`src/rtl/ifetch_defs.sv`:
```
// Shared definitions for the instruction fetch queue: FSM states and queue entry layout.
package ifetch_defs;

   localparam int unsigned PC_W   = 32;
   localparam int unsigned INST_W = 32;

   localparam logic [INST_W-1:0] TRAP_INST = 32'h0000_0000;

   typedef enum logic [1:0] {
      ST_RUN  = 2'd0,
      ST_TRAP = 2'd1,
      ST_HALT = 2'd2
   } state_t;

   typedef struct packed {
      logic              trap;
      logic [PC_W-1:0]   pc;
      logic [INST_W-1:0] inst;
   } entry_t;

endpackage

```
`src/rtl/ifetch_queue_fifo.sv`:
```
// ifq_fifo: DEPTH-entry circular buffer of {trap, pc, inst} with push/pop/clear.
module ifq_fifo
   import ifetch_defs::*;
#(
   parameter int unsigned DEPTH = 4
) (
   input  logic                     i_clk,
   input  logic                     i_rst,
   input  logic                     i_push,
   input  logic                     i_pop,
   input  logic                     i_clear,
   input  entry_t                   i_data,
   output entry_t                   o_data,
   output logic [$clog2(DEPTH):0]   o_count,
   output logic                     o_full,
   output logic                     o_empty
);

   localparam int unsigned AW = $clog2(DEPTH);

   entry_t          r_mem [DEPTH];
   logic [AW-1:0]   r_wptr;
   logic [AW-1:0]   r_rptr;
   logic [AW:0]     r_count;
   logic            w_push;
   logic            w_pop;

   assign o_full  = (r_count == (AW+1)'(DEPTH));
   assign o_empty = (r_count == '0);
   assign o_count = r_count;
   assign o_data  = r_mem[r_rptr];

   // A push into a full buffer is legal only when the head leaves in the same cycle.
   assign w_pop  = i_pop & ~o_empty;
   assign w_push = i_push & (~o_full | w_pop);

   always_ff @(posedge i_clk or posedge i_rst) begin
      if (i_rst) begin
         r_wptr  <= '0;
         r_rptr  <= '0;
         r_count <= '0;
      end else if (i_clear) begin
         r_wptr  <= '0;
         r_rptr  <= '0;
         r_count <= '0;
      end else begin
         if (w_push) r_wptr <= r_wptr + 1'b1;
         if (w_pop)  r_rptr <= r_rptr + 1'b1;
         r_count <= r_count + (AW+1)'(w_push) - (AW+1)'(w_pop);
      end
   end

   always_ff @(posedge i_clk) begin
      if (w_push && !i_clear) r_mem[r_wptr] <= i_data;
   end

endmodule

```
`src/rtl/ifetch_queue.sv`:
```
// Instruction fetch stage with credit-based prefetch queue and redirect handling.
// Optional same-cycle response-to-decode bypass is enabled by defining IFQ_BYPASS_EN.
module ifetch_queue
   import ifetch_defs::*;
#(
   parameter logic [31:0] RESET_ADDR = 32'h0000_0000,
   parameter int unsigned DEPTH      = 4
) (
   input  logic        i_clk,
   input  logic        i_rst,
   output logic        o_mem_req,
   output logic [31:0] o_mem_addr,
   input  logic        i_mem_ready,
   input  logic        i_mem_rvalid,
   input  logic [31:0] i_mem_rdata,
   output logic        o_inst_valid,
   output logic [31:0] o_inst,
   output logic [31:0] o_inst_pc,
   output logic        o_inst_trap,
   input  logic        i_inst_ready,
   input  logic        i_redirect,
   input  logic [31:0] i_redirect_pc
);

   localparam int unsigned CW = $clog2(DEPTH) + 1;
   // Successive redirects can pile stale words up beyond DEPTH, so this is sized generously.
   localparam int unsigned SW = 16;

   state_t          r_state;
   state_t          w_state_nxt;
   logic [31:0]     r_fetch_pc;
   logic [31:0]     r_resp_pc;
   logic [CW-1:0]   r_outstanding;
   logic [SW-1:0]   r_stale;

   logic            w_trap_push;
   logic            w_accept;
   logic            w_resp;
   logic            w_stale_hit;
   logic            w_credit;
   logic            w_bypass;
   logic            w_head_valid;
   logic            w_pop;
   logic            w_push;
   entry_t          w_push_data;
   entry_t          w_fifo_out;
   entry_t          w_head;
   logic [CW-1:0]   w_count;
   logic            w_full;
   logic            w_empty;

   ifq_fifo #(.DEPTH(DEPTH)) u_fifo (
      .i_clk   (i_clk),
      .i_rst   (i_rst),
      .i_push  (w_push),
      .i_pop   (w_pop & ~w_bypass),
      .i_clear (i_redirect),
      .i_data  (w_push_data),
      .o_data  (w_fifo_out),
      .o_count (w_count),
      .o_full  (w_full),
      .o_empty (w_empty)
   );

   assign w_stale_hit = i_mem_rvalid & (r_stale != '0);
   assign w_resp      = i_mem_rvalid & (r_stale == '0);
   assign w_credit    = ~w_full & (({1'b0, w_count} + {1'b0, r_outstanding}) < (CW+1)'(DEPTH));
   assign o_mem_req   = ~i_rst & (r_state == ST_RUN) & ~i_redirect & w_credit;
   assign o_mem_addr  = r_fetch_pc;
   assign w_accept    = o_mem_req & i_mem_ready;

   always_comb begin
      w_state_nxt = r_state;
      w_trap_push = 1'b0;
      case (r_state)
         ST_RUN:  w_state_nxt = ST_RUN;
         ST_TRAP: begin
            w_trap_push = 1'b1;
            w_state_nxt = ST_HALT;
         end
         ST_HALT: w_state_nxt = ST_HALT;
         default: w_state_nxt = ST_RUN;
      endcase
      if (i_redirect) begin
         w_trap_push = 1'b0;
         w_state_nxt = (i_redirect_pc[1:0] != 2'b00) ? ST_TRAP : ST_RUN;
      end
   end

`ifdef IFQ_BYPASS_EN
   assign w_bypass = w_empty & w_resp & ~i_redirect;
   assign w_head   = w_bypass ? '{trap: 1'b0, pc: r_resp_pc, inst: i_mem_rdata} : w_fifo_out;
`else
   assign w_bypass = 1'b0;
   assign w_head   = w_fifo_out;
`endif

   assign w_head_valid = ~i_rst & ~i_redirect & (~w_empty | w_bypass);
   assign w_pop        = w_head_valid & i_inst_ready;

   assign o_inst_valid = w_head_valid;
   assign o_inst       = w_head_valid ? w_head.inst : '0;
   assign o_inst_pc    = w_head_valid ? w_head.pc   : '0;
   assign o_inst_trap  = w_head_valid & w_head.trap;

   // The trap marker reuses resp_pc, which holds the redirect target while in TRAP.
   assign w_push      = ~i_redirect & (w_trap_push | (w_resp & ~(w_bypass & i_inst_ready)));
   assign w_push_data = w_trap_push ? '{trap: 1'b1, pc: r_resp_pc, inst: TRAP_INST}
                                    : '{trap: 1'b0, pc: r_resp_pc, inst: i_mem_rdata};

   always_ff @(posedge i_clk or posedge i_rst) begin
      if (i_rst) begin
         r_state       <= ST_RUN;
         r_fetch_pc    <= {RESET_ADDR[31:2], 2'b00};
         r_resp_pc     <= RESET_ADDR;
         r_outstanding <= '0;
         r_stale       <= '0;
      end else begin
         r_state <= w_state_nxt;
         if (i_redirect) begin
            r_fetch_pc    <= {i_redirect_pc[31:2], 2'b00};
            r_resp_pc     <= i_redirect_pc;
            r_outstanding <= '0;
            // A word arriving in the redirect cycle is discarded now, so it is not added to stale.
            r_stale       <= r_stale + SW'(r_outstanding) - SW'(i_mem_rvalid);
         end else begin
            if (w_accept)    r_fetch_pc <= r_fetch_pc + 32'd4;
            if (w_resp)      r_resp_pc  <= r_resp_pc + 32'd4;
            if (w_stale_hit) r_stale    <= r_stale - 1'b1;
            r_outstanding <= r_outstanding + CW'(w_accept) - CW'(w_resp);
         end
      end
   end

endmodule

```
`config.mk`:
```
export PLATFORM = sky130hd
export DESIGN_NAME = ifetch_queue
export DESIGN_NICKNAME = d
export VERILOG_FILES = /design/src/rtl/ifetch_defs.sv /design/src/rtl/ifetch_queue_fifo.sv /design/src/rtl/ifetch_queue.sv
export SDC_FILE = /design/constraint.sdc
export NUM_CORES = 1
export LEC_CHECK = 0
export ABC_AREA = 1
export BUFFER_PORTS_ARGS = -buffer_cell sky130_fd_sc_hd__buf_4
export CORE_UTILIZATION = 60
export DETAILED_ROUTE_END_ITERATION = 10
export PLACE_DENSITY = 0.81
export SKIP_LAST_GASP = 1
export SLEW_MARGIN = 40
export SYNTH_ARGS = -nofsm -noshare
export SYNTH_HDL_FRONTEND = slang
export SYNTH_SLANG_ARGS = --single-unit
```
`constraint.sdc`:
```
create_clock -name i_clk -period 6.3 [get_ports i_clk]
set_input_delay 0.945 -clock i_clk [delete_from_list [all_inputs] [get_ports i_clk]]
set_output_delay 0.945 -clock i_clk [all_outputs]
set_load 0.03 [all_outputs]
```
==> results.py, run 1 <==
metrics = {
    "run_status": {
        "outcome": "finished, final reports clean",
    },
    "pwr": {
        "power_density_nw_per_um2": 343,
        "power_mw": 6.90,
        "ir_drop_mv": 0.187,
        "leakagePower_nw": 8.46,
    },
    "global_routing": {
        "grt_max_degree": 83,
        "grt_pass1_wl_um": 67800,
        "grt_overflow_total": 0,
        "grt_use_total_pct": 28.5,
        "grt_pass1_vias": 13300,
        "antenna_found_initial": 0,
    },
    "placement": {
        "hpwl_um": 27700,
        "placedInstanceArea_um2": 19000,
        "dp.cells": 2352,
        "globalplace.congestion": 0.945,
        "dp_slack_ps": 2170,
        "port_buffers": 166,
    },
    "timing": {
        "timing.final.crit_share_pct": 65.2,
        "timing.hold.ws_ps": 476,
        "setup_viol": 0,
        "finalCriticalPeriod_ps": 4110,
        "maxSlewHeadroom_pct": 46.1,
        "hold_violations": 0,
        "report.final.slew_viol_count": 0,
        "fin_ws_ps": 2190,
        "timing.fmax_ghz": 0.244,
        "worst_pin_slew_ps": 808,
        "rsz0062_at_grt": "false",
        "setup_tns_ps": 0,
        "clock_skew_ps": 11.2,
    },
    "synth": {
        "yosys_warnings": 0,
        "yosys.area.top_type": "edfxtp_1",
        "ys_async_sr_fraction_pct": 25.7,
        "netlist_instances": 1864,
        "seq_area_frac_synth_pct": 57.4,
        "yosys.cell_count.top_type": "nor2_1",
        "yosys-top-cells-area": "edfxtp_1, dfrtp_1, nor2_1, nand2_1, o21ai_0",
        "synth_commonest_cells": "nor2_1, nand2_1, edfxtp_1, inv_1, o21ai_0",
        "ys_seq_elements": 350,
        "synth_area_um2": 17500,
        "yosysTopAreaCellShare_pct": 44.5,
        "synth.avg_cell_area_um2": 9.40,
        "yosysUniqueCellTypes": 49,
        "ys.flop_type": "edfxtp_1",
        "synth_edf_count": 260,
    },
    "die": {
        "dieArea_um2": 29900,
        "core_um2": 28700,
        "io_pins": 169,
        "fp.dieW_um": 173,
        "fp-row-count": 62,
        "start_util_pct": 61.1,
        "die_y_um": 173,
    },
    "final_layout": {
        "layout.cells.non_filler": 2416,
        "fin_nets": 2130,
        "register_area_um2": 10100,
        "multi_input_area_um2": 6330,
        "final_area_um2": 20100,
        "drive_gt1_share_pct": 14.1,
        "syn_to_final_growth_pct": 14.9,
        "antenna_cells": 0,
        "n_fill_cell": 2104,
        "finalCoreUtilization_pct": 70.2,
    },
    "routing": {
        "drt_first_iter_violations": 1385,
        "drc_errors": 0,
        "first_pass_iters": 6,
        "antenna_left": 0,
        "vias": 13800,
        "vias_per_cell": 5.71,
        "routed_wl_um": 42700,
        "routedWlPerCell_um": 17.7,
    },
    "clock_network": {
        "cts-hold-fix-buffers": 0,
        "numCtsBuffers": 36,
        "root_buffer": "clkbuf_16",
        "cts_tree": "built",
        "cts_resized": 0,
        "clock_latency_ps": 520,
        "cts_sinks": 350,
        "h-tree-depth": 2,
        "cts.path.max_buffers": 3,
        "post-cts-setup-buffers": 0,
        "clk_pin_slew_ps": 60,
    },
    "worst_setup_path": {
        "r2r_slack_ps": 2710,
        "cp_max_fo": 82,
        "rr_startpoint": "r_stale[10]",
        "worstSetupPathType": "reg2out",
        "crit_arrival_ps": 3160,
        "endpoint_kind": "primary output",
        "start_kind": "flop",
        "required_ps": 5350,
        "critPathLaunch": "u_fifo.r_rptr[0]",
    },
    "worst_hold_path": {
        "hold_path.class": "in2async",
    },
    "job": {
        "cap_violations": 0,
    },
}
final cells by class:
class / count / share of cell area (%)
repair buffers: 179 / 6.84
flip-flops and latches: 350 / 50.0
well taps: 384 / 2.38
clock inverters: 22 / 0.913
multi-input cells: 1232 / 31.4
inverters: 207 / 3.91
clock buffers: 42 / 4.58
power breakdown:
| group | switching [mW] | internal, mW | total (mW) |
|---|---|---|---|
| clock | 0.877 | 1.14 | 2.02 |
| sequential | 0.184 | 2.70 | 2.88 |
| combinational | 1.33 | 0.676 | 2.00 |
worst max-delay path, cell delays in order (launching register included):
cell	delay, ps
dfrtp_4	740
inv_4	660
buf_4	520
o21ai_0	180
a21oi_1	270
buf_4	210
registers in the layout, indices dropped and copies added, names as in the netlist:
register	cells
r_stale	16
u_fifo.r_mem	260
u_fifo.o_count	3
r_resp_pc	32
u_fifo.r_rptr	2
o_mem_addr	30
r_outstanding	3
r_state	2
u_fifo.r_wptr	2
path summary, 6_finish.rpt:
check                                 endpoint  depth (start not counted)
min in group i_clk         u_fifo.r_mem[2][33]                          0
max                               o_inst_pc[5]                          5
min                                 r_stale[3]                          2
max reg2reg                 u_fifo.r_mem[0][2]                         11
min reg2reg                u_fifo.r_mem[2][33]                          0
max in group asynchronous        o_mem_addr[9]                          3
cell families (layout without fill, tap and decap cells):
logic type	after synthesis	count (layout)	synth area share (%)
other cells	1	2	0.0214
xor+xnor	46	46	2.30
simple gates	806	806	19.6
fa+ha+maj	54	54	3.98
compound gates	324	324	10.0
buf+inv	283	450	6.69
flops	350	350	57.4
layout by cell type, fill, tap and decap left out, drive strengths merged:
cell type / n
o311ai: 1
ha: 51
edfxtp: 260
nor3: 28
o211ai: 27
and3: 1
o21ai: 181
o21bai: 6
dfrtp: 90
inv: 207
a22oi: 2
nand4: 25
nand3: 88
fa: 3
nand3b: 1
xor2: 36
a21boi: 1
o22ai: 1
clkbuf: 42
o221ai: 2
clkinv: 18
clkinvlp: 2
xnor2: 10
and2: 1
bufinv: 2
a21oi: 97
nand2: 275
conb: 2
buf: 179
nor2: 387
a31oi: 6
routing by layer:
metal  vias to the layer above  global-route usage, %  wire (um)
met5                         -                      0          0
met4                         0                   9.22       1130
met3                        92                   3.83       3420
met2                       660                   48.3      20800
met1                      6546                   38.4      17400
li1                       6500                      -          -
Power figures use the tool's default switching activity.
==> run 2, diff against run 1 <==
--- a/config.mk
+++ b/config.mk
@@ -7,9 +7,9 @@
 export LEC_CHECK = 0
 export ABC_AREA = 1
 export BUFFER_PORTS_ARGS = -buffer_cell sky130_fd_sc_hd__buf_4
-export CORE_UTILIZATION = 60
+export CORE_UTILIZATION = 54
 export DETAILED_ROUTE_END_ITERATION = 10
-export PLACE_DENSITY = 0.81
+export PLACE_DENSITY = 0.77
 export SKIP_LAST_GASP = 1
 export SLEW_MARGIN = 40
 export SYNTH_ARGS = -nofsm -noshare
==> constraint.sdc (replaced) <==
create_clock -name i_clk -period 3.59 [get_ports i_clk]
set_input_delay 0.5385 -clock i_clk [delete_from_list [all_inputs] [get_ports i_clk]]
set_output_delay 0.5385 -clock i_clk [all_outputs]
set_load 0.03 [all_outputs]
==> run 2 against run 1 <==
Net effect:
- die area up 11%
- sequential cell count is the same
- register-to-register slack lost 2000 ps
- final area grew 1.3%
- sequential share of layout area shrank 0.62 points
- hold slack lost 430 ps
- critical path depth stayed put
- first-iteration DRC count fell by 19%
- sequential power increased by 74%
- power is 79% higher
- global-route usage is 3.1 points lower
- utilization down 5.9 points
- critical path type unchanged
==> results.py, run 2 (synthesis gave the netlist of run 1 again) <==
metrics = {
    "timing": {
        "maxSlewHeadroom_pct": 44.6,
        "timing.hold.ws_ps": 44.1,
        "timing.final.crit_share_pct": 84.0,
        "worst_pin_slew_ps": 832,
        "clock_skew_ps": 18.0,
        "finalCriticalPeriod_ps": 3020,
        "rsz0062_at_grt": "false",
        "report.final.slew_viol_count": 0,
        "timing.fmax_ghz": 0.332,
        "setup_tns_ps": 0,
        "setup_viol": 0,
        "hold_violations": 0,
    },
    "final_layout": {
        "syn_to_final_growth_pct": 16.4,
        "drive_gt1_share_pct": 14.6,
        "n_fill_cell": 2544,
        "largest_reg_flops": 260,
        "finalCoreUtilization_pct": 64.3,
        "antenna_cells": 0,
        "regMostFlops": "u_fifo.r_mem",
        "final_area_um2": 20400,
        "layout_commonest_cell": "nor2_1",
        "final_cell_mix": "nor2_1, nand2_1, edfxtp_1",
        "fin_nets": 2137,
        "layout.cells.non_filler": 2444,
    },
    "global_routing": {
        "antenna_found_initial": 0,
        "grt_pass1_wl_um": 67000,
        "grt_pass1_vias": 13000,
        "grt_use_total_pct": 25.4,
        "grt_max_degree": 132,
        "grt_overflow_total": 0,
    },
    "job": {
        "cap_violations": 0,
    },
    "die": {
        "core_um2": 31700,
        "dieArea_um2": 33200,
        "die_y_um": 182,
        "fp-row-count": 65,
        "start_util_pct": 55.3,
        "fp.dieW_um": 182,
        "io_pins": 169,
    },
    "routing": {
        "top_layer": "met4",
        "dr_wl_met2_um": 19900,
        "vias": 13500,
        "first_pass_iters": 5,
        "wl_met1_um": 18300,
        "vias_per_cell": 5.53,
        "wl_met3_um": 2770,
        "antenna_left": 0,
        "drt_first_iter_violations": 1127,
        "routed_wl_um": 41900,
        "drc_errors": 0,
        "routedWlPerCell_um": 17.1,
    },
    "clock_network": {
        "numCtsBuffers": 37,
        "clk_pin_slew_ps": 60,
        "cts-hold-fix-buffers": 0,
        "cts.path.max_buffers": 3,
        "cts_sinks": 350,
        "cts_tree": "built",
        "root_buffer": "clkbuf_16",
        "post-cts-setup-buffers": 0,
        "h-tree-depth": 2,
        "clock_latency_ps": 530,
        "cts_resized": 0,
    },
    "pwr": {
        "swShare_pct": 33.9,
        "p_int_mw": 8.16,
        "clockPowerShare_pct": 30.5,
        "ir_drop_mv": 0.439,
        "power_frac_seq_pct": 40.7,
        "p_sw_mw": 4.19,
        "leakagePower_nw": 8.57,
        "comb_power_share_pct": 28.9,
        "power_density_nw_per_um2": 605,
    },
    "placement": {
        "port_buffers": 166,
        "globalplace.congestion": 0.946,
        "dp.cells": 2376,
        "placedInstanceArea_um2": 19200,
        "hpwl_um": 27400,
    },
    "worst_hold_path": {
        "hold_path.class": "in2async",
    },
    "worst_setup_path": {
        "cp_max_fo": 38,
        "start_kind": "flop",
        "endpoint_kind": "primary output",
        "required_ps": 3050,
        "worstSetupPathType": "reg2out",
        "crit_arrival_ps": 2480,
    },
    "run_status": {
        "outcome": "finished, final reports clean",
    },
}
## run 2: cell types whose count changed in the layout (fill, tap and decap cells not counted), moves of 2 or more
cell       change
buf_12         +9
clkbuf_8       +5
clkinv_1       -5
clkbuf_1       +4
clkbuf_16      +2
clkinv_2       -2
clkinv_4       +2
## run 2: metrics by stage
step,total power [mW],worst slack [ps]
after global routing,13.0,399
final,12.3,574
after floorplan,7.59,-160
after CTS,12.4,563
after detailed placement,8.61,695
after global placement,8.53,544
## run 2: power by group through the flow
| stage | Sequential, mW | Combinational (mW) | Clock, mW |
|---|---|---|---|
| detailed placement | 5.09 | 3.52 | 0 |
| finish | 5.02 | 3.56 | 3.76 |
| CTS | 5.01 | 3.55 | 3.82 |
| global placement | 5.08 | 3.46 | 0 |
| global route | 5.06 | 3.98 | 3.96 |
| floorplan | 5.10 | 2.49 | 0 |
## run 2: worst max-delay path, cell delays in order, from the launching register on
cell,delay (ps)
dfrtp_4,500
inv_2,410
buf_4,430
o21ai_0,150
a21oi_1,240
buf_4,210
## run 2: layer usage
| layer | vias up | global-route usage, % |
|---|---|---|
| met5 | - | 0 |
| met4 | 0 | 6.99 |
| met3 | 68 | 3.53 |
| met2 | 523 | 42.4 |
| met1 | 6401 | 35.0 |
| li1 | 6523 | - |
## run 2: path summary, 6_finish.rpt
path | startpoint | end | slack, ps | cells after the start
max | u_fifo.r_rptr[0] | o_inst_trap | 570 | 5
min | i_rst | r_stale[9] | 40 | 2
max reg2reg | r_stale[8] | u_fifo.r_mem[2][48] | 690 | 11
min reg2reg | r_stale[15] | r_stale[15] | 550 | 2
max in group asynchronous | i_rst | o_mem_addr[11] | 2910 | 3
min in group i_clk | i_redirect_pc[1] | r_resp_pc[1] | 250 | 3
## run 2: layout make-up
cell class / count / area [um2] / area share [%]
flip-flops and latches: 350 / 10100 / 49.3
multi-input cells: 1232 / 6330 / 31.0
repair buffers: 185 / 1510 / 7.38
clock buffers: 53 / 1060 / 5.18
inverters: 207 / 788 / 3.86
well taps: 402 / 503 / 2.47
clock inverters: 15 / 153 / 0.748
==> run 3, diff against run 2 <==
--- a/config.mk
+++ b/config.mk
@@ -7,9 +7,9 @@
 export LEC_CHECK = 0
 export ABC_AREA = 1
 export BUFFER_PORTS_ARGS = -buffer_cell sky130_fd_sc_hd__buf_4
-export CORE_UTILIZATION = 54
+export CORE_UTILIZATION = 60
 export DETAILED_ROUTE_END_ITERATION = 10
-export PLACE_DENSITY = 0.77
+export PLACE_DENSITY = 0.81
 export SKIP_LAST_GASP = 1
 export SLEW_MARGIN = 40
 export SYNTH_ARGS = -nofsm -noshare
==> constraint.sdc (replaced) <==
create_clock -name i_clk -period 3.15 [get_ports i_clk]
set_input_delay 0.4725 -clock i_clk [delete_from_list [all_inputs] [get_ports i_clk]]
set_output_delay 0.4725 -clock i_clk [all_outputs]
set_load 0.03 [all_outputs]
==> run 3 against run 2 <==
Net effect:
- final area fell by 0.55%
- global-route usage rose by 3.0 points
- register-to-register slack lost 270 ps
- sequential power up 14%
- critical endpoint is now o_inst_pc[8]
==> results.py, run 3 (synthesis gave the netlist of run 1 again) <==
metrics = {
    "run_status": {
        "outcome": "finished, final reports clean",
    },
    "worst_setup_path": {
        "cp_slowest_cell": "dfrtp_4",
        "critPathTopFamily": "buffers and inverters",
        "worstPathCellList": "inv_2 > buf_12 > o21ai_0 > a21oi_1 > buf_4",
        "rr_startpoint": "r_stale[9]",
        "endpoint_kind": "primary output",
        "worstSetupPathType": "reg2out",
        "required_ps": 2680,
        "worst_path_largest_cell_delay_ps": 510,
        "r2r-end": "r_outstanding[2]",
        "crit_cells": 5,
        "path_buf_inv": 3,
        "cp_max_fo": 63,
        "r2r_cells": 15,
        "crit_arrival_ps": 2390,
        "start_kind": "flop",
        "critPathLaunch": "u_fifo.r_rptr[0]",
        "r2r_slack_ps": 420,
        "crit_path_end": "o_inst_pc[8]",
    },
    "routing": {
        "first_pass_iters": 5,
        "vias_per_cell": 5.68,
        "drc_errors": 0,
        "routed_wl_um": 42500,
        "drt_first_iter_violations": 1518,
        "antenna_left": 0,
        "routedWlPerCell_um": 17.5,
        "vias": 13800,
    },
    "clock_network": {
        "cts_sinks": 350,
        "h-tree-depth": 2,
        "clk_pin_slew_ps": 60,
        "cts.path.max_buffers": 3,
        "post-cts-setup-buffers": 0,
        "root_buffer": "clkbuf_16",
        "clock_latency_ps": 520,
        "cts_resized": 0,
        "numCtsBuffers": 35,
        "cts-hold-fix-buffers": 0,
        "cts_tree": "built",
    },
    "final_layout": {
        "final_cell_mix": "nor2_1, nand2_1, edfxtp_1",
        "layout_commonest_cell": "nor2_1",
        "final_area_um2": 20300,
        "fin_nets": 2144,
        "syn_to_final_growth_pct": 15.7,
        "regMostFlops": "u_fifo.r_mem",
        "drive_gt1_share_pct": 14.6,
        "largest_reg_flops": 260,
    },
    "global_routing": {
        "antenna_found_initial": 1,
        "grt_overflow_total": 0,
        "grt_pass1_vias": 13400,
        "grt_pass1_wl_um": 67700,
        "grt_use_total_pct": 28.4,
        "grt_max_degree": 104,
    },
    "pwr": {
        "swShare_pct": 34.3,
        "comb_power_share_pct": 29.8,
        "leakagePower_nw": 8.54,
        "power_density_nw_per_um2": 678,
        "ir_drop_mv": 0.396,
        "p_sw_mw": 4.72,
        "power_frac_seq_pct": 41.6,
        "p_int_mw": 9.03,
        "clockPowerShare_pct": 28.6,
    },
    "worst_hold_path": {
        "hold_path.class": "in2async",
    },
    "die": {
        "core_um2": 28700,
        "io_pins": 169,
        "start_util_pct": 61.1,
        "dieArea_um2": 29900,
        "fp.dieW_um": 173,
        "die_y_um": 173,
        "fp-row-count": 62,
    },
    "timing": {
        "timing.final.crit_share_pct": 90.7,
        "finalCriticalPeriod_ps": 2860,
        "report.final.slew_viol_count": 0,
        "timing.fmax_ghz": 0.350,
        "setup_viol": 0,
        "worst_pin_slew_ps": 843,
        "rsz0062_at_grt": "false",
        "hold_violations": 0,
        "setup_tns_ps": 0,
        "maxSlewHeadroom_pct": 43.8,
        "clock_skew_ps": 17.0,
    },
    "job": {
        "cap_violations": 0,
    },
    "placement": {
        "hpwl_um": 27900,
        "port_buffers": 166,
        "globalplace.congestion": 0.947,
        "placedInstanceArea_um2": 19200,
    },
}
==> run 3: worst min path at each step <==
| stage | start | to | slack [ps] | depth (start not counted) |
|---|---|---|---|---|
| 2_1_floorplan | r_resp_pc[25] | u_fifo.r_mem[0][57] | 480 | 0 |
| 3_3_place_gp | r_resp_pc[0] | u_fifo.r_mem[3][32] | 530 | 0 |
| 3_5_place_dp | r_resp_pc[1] | u_fifo.r_mem[2][33] | 540 | 0 |
| 4_1_cts | i_rst | r_stale[2] | 100 | 2 |
| 5_1_grt | i_rst | r_stale[2] | 80 | 2 |
| 6_report | i_rst | r_stale[2] | 20 | 2 |
==> run 3: metrics by stage <==
| stage | utilization [%] | hold WS (ps) | cells | worst slack [ps] | total power [mW] |
|---|---|---|---|---|---|
| after floorplan | - | 476 | 1865 | -534 | 8.65 |
| after global placement | 66.9 | 527 | 2367 | 524 | 9.74 |
| after detailed placement | 66.9 | 538 | 2367 | 448 | 9.86 |
| after CTS | 70.7 | 103 | 2430 | 289 | 13.8 |
| after global routing | 70.7 | 77.7 | 2430 | 221 | 14.5 |
| final | 70.7 | 17.2 | 2431 | 291 | 13.8 |
==> run 3: layer usage <==
layer	track usage, %	part of all wire (%)
met5	0	0
met1	38.7	41
met3	4.38	8.2
met2	47.2	48
met4	8.89	2.4
==> run 3: power by group through the flow <==
stage	clock network, mW	logic, mW	registers (mW)
6_report	3.93	4.10	5.73
5_1_grt	4.16	4.59	5.77
4_1_cts	3.98	4.08	5.72
3_5_place_dp	0	4.05	5.81
3_3_place_gp	0	3.96	5.78
2_1_floorplan	0	2.84	5.81
==> run 3: layout make-up <==
type | instances | area, um2
Clock buffer | 51 | 977
Fill cell | 2094 | 8410
Clock inverter | 12 | 93.8
Sequential cell | 350 | 10100
Multi-Input combinational cell | 1232 | 6330
Inverter | 207 | 783
Tap cell | 384 | 480
Antenna cell | 1 | 2.50
Timing Repair Buffer | 194 | 1560
